$ cat src/rtl/clock_meter_pkg.sv
// clock_meter_pkg: FSM state and mode enums plus default parameter constants for clock_meter
package clock_meter_pkg;
  typedef enum logic [1:0] {IDLE, ARM, COUNT, PUBLISH} state_e;
  typedef enum logic [1:0] {STOPPED = 2'b00, SLOW = 2'b01, FAST = 2'b10, SAT = 2'b11} mode_e;
  localparam int unsigned GATE_CYCLES_DEF = 50000000;
  localparam int unsigned CNT_W_DEF = 24;
  localparam int unsigned FAST_MIN_DEF = 1000000;
endpackage

$ cat src/rtl/sync_edge_detect.sv
// sync_edge_detect: 2-flop synchronizer + edge flop; clk_i/rst_ni in, async_i in, edge_o one-cycle rising-edge strobe out
module sync_edge_detect (
  input  logic clk_i,
  input  logic rst_ni,
  input  logic async_i,
  output logic edge_o
);
  logic [2:0] sync_q, sync_d;
  assign sync_d = {sync_q[1:0], async_i};
  always_ff @(posedge clk_i or negedge rst_ni)
    if (!rst_ni) sync_q <= '0;
    else sync_q <= sync_d;
  assign edge_o = sync_q[1] & ~sync_q[2];
endmodule

$ cat src/rtl/clock_meter.sv
// clock_meter: counts cm_measClk_i rising edges over GATE_CYCLES reference cycles; ports clock/reset, measClk/enable/ack in, count/mode/valid/overrun out
module clock_meter
  import clock_meter_pkg::*;
#(
  parameter int unsigned GATE_CYCLES = GATE_CYCLES_DEF,
  parameter int unsigned CNT_W = CNT_W_DEF,
  parameter int unsigned FAST_MIN = FAST_MIN_DEF
) (
  input  logic             cm_clock50_i,
  input  logic             cm_rstn_i,
  input  logic             cm_measClk_i,
  input  logic             cm_enable_i,
  input  logic             cm_ack_i,
  output logic [CNT_W-1:0] cm_count_o,
  output logic [1:0]       cm_mode_o,
  output logic             cm_valid_o,
  output logic             cm_overrun_o
);
  localparam int GW = ($clog2(GATE_CYCLES) < 1) ? 1 : $clog2(GATE_CYCLES);
  localparam logic [GW-1:0] GATE_LAST = GW'(GATE_CYCLES - 1);
  localparam logic [CNT_W-1:0] CNT_MAX = '1;
  localparam logic [CNT_W-1:0] FAST_THR = CNT_W'(FAST_MIN);
  state_e state_q, state_d;
  mode_e mode_q, mode_d, mode_nx;
  logic [GW-1:0] gate_q, gate_d;
  logic [CNT_W-1:0] edges_q, edges_d, count_q, count_d;
  logic valid_q, valid_d, ovr_q, ovr_d, strobe;
  sync_edge_detect u_sync (
    .clk_i  (cm_clock50_i),
    .rst_ni (cm_rstn_i),
    .async_i(cm_measClk_i),
    .edge_o (strobe)
  );
  always_comb
    mode_nx = (edges_q == CNT_MAX) ? SAT : (edges_q >= FAST_THR) ? FAST : (edges_q != '0) ? SLOW : STOPPED;
  always_comb begin
    state_d = state_q;
    gate_d  = gate_q;
    edges_d = edges_q;
    count_d = count_q;
    mode_d  = mode_q;
    valid_d = valid_q & ~cm_ack_i;
    ovr_d   = (valid_q & cm_ack_i) ? 1'b0 : ovr_q;
    case (state_q)
      IDLE: state_d = cm_enable_i ? ARM : IDLE;
      ARM: begin
        gate_d  = '0;
        edges_d = '0;
        state_d = cm_enable_i ? COUNT : IDLE;
      end
      COUNT: begin
        gate_d  = gate_q + GW'(1);
        edges_d = (strobe && edges_q != CNT_MAX) ? edges_q + CNT_W'(1) : edges_q;
        state_d = !cm_enable_i ? IDLE : (gate_q == GATE_LAST) ? PUBLISH : COUNT;
      end
      PUBLISH: begin
        count_d = edges_q;
        mode_d  = mode_nx;
        valid_d = 1'b1;
        // an ack landing in the publish cycle consumes the old result, so no overrun
        ovr_d   = (valid_q & ~cm_ack_i) ? 1'b1 : ovr_q;
        state_d = cm_enable_i ? ARM : IDLE;
      end
      default: state_d = IDLE;
    endcase
  end
  always_ff @(posedge cm_clock50_i or negedge cm_rstn_i)
    if (!cm_rstn_i) begin
      state_q <= IDLE;
      gate_q  <= '0;
      edges_q <= '0;
      count_q <= '0;
      mode_q  <= STOPPED;
      valid_q <= 1'b0;
      ovr_q   <= 1'b0;
    end else begin
      state_q <= state_d;
      gate_q  <= gate_d;
      edges_q <= edges_d;
      count_q <= count_d;
      mode_q  <= mode_d;
      valid_q <= valid_d;
      ovr_q   <= ovr_d;
    end
  assign cm_count_o   = count_q;
  assign cm_mode_o    = mode_q;
  assign cm_valid_o   = valid_q;
  assign cm_overrun_o = ovr_q;
endmodule

$ cat config.mk
export PLATFORM = sky130hd
export DESIGN_NAME = clock_meter
export DESIGN_NICKNAME = d
export VERILOG_FILES = /design/src/rtl/clock_meter_pkg.sv /design/src/rtl/sync_edge_detect.sv /design/src/rtl/clock_meter.sv
export SDC_FILE = /design/constraint.sdc
export NUM_CORES = 1
export LEC_CHECK = 0
export CAP_MARGIN = 30
export CORE_MARGIN = 3
export CORE_UTILIZATION = 58
export DETAILED_ROUTE_END_ITERATION = 8
export PLACE_DENSITY_LB_ADDON = 0.1
export SYNTH_ARGS = -nofsm -noshare
export SYNTH_HDL_FRONTEND = slang
export SYNTH_SLANG_ARGS = --single-unit
$ cat constraint.sdc
create_clock -name cm_clock50_i -period 2.4 [get_ports cm_clock50_i]
set_input_delay 0.24 -clock cm_clock50_i [delete_from_list [all_inputs] [get_ports cm_clock50_i]]
set_output_delay 0.24 -clock cm_clock50_i [all_outputs]
set_load 0.01 [all_outputs]
==> run_results.csv <==
group,metric,value,unit
status,status,"finished clean",
grt,grt_max_degree,47,
setup_path,worstSetupStartpointType,"register",
setup_path,worstPathArrival,2.51,ns
setup_path,timing.rr.start,"edges_q[0]",
cells_and_area,num-fill-cells,543,
timing,min_period,2.226,ns
cells_and_area,fin_util,69.65,%
cells_and_area,area_delta_synth_final,15.80,%
cells_and_area,num-nets-final,440,
clocking,cts_tree,"built",
timing,clock.fmax,449.3,MHz
floorplanning,die_h,90.17,um
placement,portBuffers,32,
setup_path,path_class,"reg -> reg",
floorplanning,die_w,90.17,um
clocking,cts_sinks,83,
clocking,cts_resized,0,
setup_path,cp_data_required_time,2.68,ns
cells_and_area,drive_gt1_share,14.75,%
route,routed_wl,8.141,mm
clocking,cts.htree.levels,3,
timing,finalHoldViolCount,0,
synth,synth_edf_count,0,
power,p_int,2.218,mW
clocking,cts_hold_buf,1,
grt,overflow,0,
route,via_per_inst,5.808,
route,dr_total_vias,3078,
cells_and_area,mostFrequentLayoutCell,"dfrtp_1",
power,p_leak,2.129,nW
synth,syn_nets,404,
floorplanning,die-area,8131,sq um
placement,hpwl,5.762,mm
power,p_switching,972.3,uW
hold_path,hold_path_end,"u_sync.sync_q[0]",
cells_and_area,ff_latch_area,2077,sq um
synth,synth_top_area_share,50.55,%
timing,fin_crit_sh,92.74,%
placement,dpl-instance-area,4562,sq um
power,powerDensity,670.4,nW/um^2
synth,yosysWarnings,0,
synth,syn_inst,393,
clocking,clock_latency,0.35,ns
route,drcViolationCount,0,
power,pwr-share-seq,48.1,%
power,power,3.190,mW
setup_path,critPathCaptureType,"register",
clocking,clock_path_buffers,2,
synth,synth_top_flop_cell,"dfrtp_1",
hold_path,hold_start,"cm_measClk_i",
cells_and_area,multi_input_area,1918,sq um
grt,antenna_found_initial,0,
power,power.share.clock,30.4,%
floorplanning,start_util,60.15,%
grt,track_usage,22.12,%
synth,synth_cell_types,52,
floorplanning,io_pins,33,
timing,setup_viol,0,
cells_and_area,final_cell_mix,"dfrtp_1 (83), nor2_1 (44), nand2_1 (35), clkdlybuf4s50_1 (31), mux2_2 (24)",
setup_path,reg2reg_slack,0.17,ns
cells_and_area,fin_area,4758,sq um
synth,yosysTopAreaCell,"dfrtp_1",
route,drt_pass1_iterations,4,
setup_path,r2r_cells,6,
floorplanning,rows,30,
grt,grt_pass1_wl,14.70,mm
power,p_sw_share,30.48,%
route,ant_nets,0,
timing,setup-tns-final,0,ns
synth,syn-cell-area,4109,sq um
synth,ys_ff_latch,83,
grt,grt_pass1_vias,3088,
synth,synth.area.top_cells,"dfrtp_1 (51%), mux2_2 (6.6%), nor2_1 (4.0%)",
setup_path,critPathMaxFanout,7,
cells_and_area,antenna_cells,0,
placement,gp_congestion,0.9259,
timing,skew,0.01102,ns
timing,rsz0062_at_grt,"no",
clocking,cts_setup_buffers,0,
timing,timing.slew.headroom,52.48,%
clocking,clkTransAtPathRegs,0.09,ns
setup_path,rr_endpoint,"edges_q[22]",
hold_path,hp-class,"in -> reg",
clocking,numCtsBuffers,9,
run,maxCapViolations,0,
timing,worstMarginPinSlew,0.7074,ns
route,avgRoutedWirePerCell,15.36,um
timing,slew_viol_final,0,
synth,seq_area_frac_synth,50.55,%
power,pwr-share-comb,21.5,%
synth,synth.avg_cell_area,10.46,sq um
timing,whs,0.3271,ns
floorplanning,core,6832,sq um
power,ir_drop,481.8,uV
route,first_iter_violations,185,
hold_path,holdPathStages,1,
synth,synthArstFlopShare,100.0,%
clocking,cts_root_buf,"clkbuf_8",
-- power by group through the flow --
stage | logic (mW) | registers (mW) | clock network, mW
after floorplan | 0.407 | 1.57 | 0
after detailed placement | 0.701 | 1.56 | 0
final | 0.687 | 1.53 | 0.971
after global placement | 0.684 | 1.55 | 0
after CTS | 0.702 | 1.53 | 0.992
after global routing | 0.778 | 1.55 | 1.05
-- synth_stat cells, types with 3 or more instances --
cell type / n
xor2_1: 17
or3_1: 5
o21ai_0: 8
and4_1: 3
nand3_1: 18
nand2b_1: 4
ha_1: 6
nand4_1: 16
dfrtp_1: 83
buf_2: 5
xnor2_1: 12
nand2_1: 35
nor3_1: 13
clkbuf_1: 11
mux2_2: 24
a21oi_1: 12
o21a_1: 3
inv_1: 9
nor4_1: 9
mux2i_1: 7
nor2_1: 44
a31o_2: 4
and3_1: 5
o211ai_1: 3
a31oi_1: 3
-- per-stage QoR --
step | cells | worst slack (ns)
floorplan | 393 | 0.4107
global placement | 513 | 0.3148
detailed placement | 513 | 0.2285
CTS | 530 | 0.1661
global route | 530 | 0.01840
finish | 530 | 0.1743
-- how the worst max path moves through the flow --
stage          startpoint     endpoint  slack (ns)  depth (start not counted)
2_1_floorplan  edges_q[0]   edges_q[6]        0.41                          6
3_3_place_gp   edges_q[0]  edges_q[22]        0.31                          6
3_5_place_dp   edges_q[0]   edges_q[6]        0.23                          6
4_1_cts        edges_q[0]  edges_q[22]        0.17                          6
5_1_grt        edges_q[0]  edges_q[22]        0.02                          6
6_report       edges_q[0]  edges_q[22]        0.17                          6
-- area by class of cell --
type | instances | share of cell area [%]
multi-input combinational | 282 | 40.31
inverter | 9 | 0.7100
clock buffer | 12 | 2.840
clock inverter | 4 | 1.078
sequential | 83 | 43.65
timing repair buffer | 44 | 8.888
tap | 96 | 2.524
-- registers in the layout, summed over array words and instances (netlist names) --
name	cells
cm_overrun_o	1
gate_q	26
u_sync.sync_q	3
edges_q	24
cm_valid_o	1
cm_count_o	24
state_q	2
cm_mode_o	2
-- critical path, cell delays in order, from the launching register on --
cell and delay (ns):
dfrtp_1 0.47, ha_1 0.23, nand4_1 0.30, nor4_4 0.46, nand3_1 0.19, or4_1 0.43, nand2_1 0.08
-- cell families after synthesis --
logic type / after synthesis / share of synthesized area [%]
AO/OA/AOI/OAI: 46 / 8.191
multiplexers: 31 / 8.283
XOR/XNOR: 29 / 6.181
AND/OR/NAND/NOR: 170 / 22.20
buffers and inverters: 28 / 2.771
adder cells (fa/ha/maj): 6 / 1.827
flip-flops: 83 / 50.55
-- per-layer routing --
metal	up-vias	share of wire, %	GRT usage [%]
met5	-	0	0
met4	0	2.0	8.418
met3	13	3.4	3.682
met2	74	50	37.59
met1	1513	45	28.45
li1	1478	-	-
No activity file was read; power rests on OpenSTA's default activity.
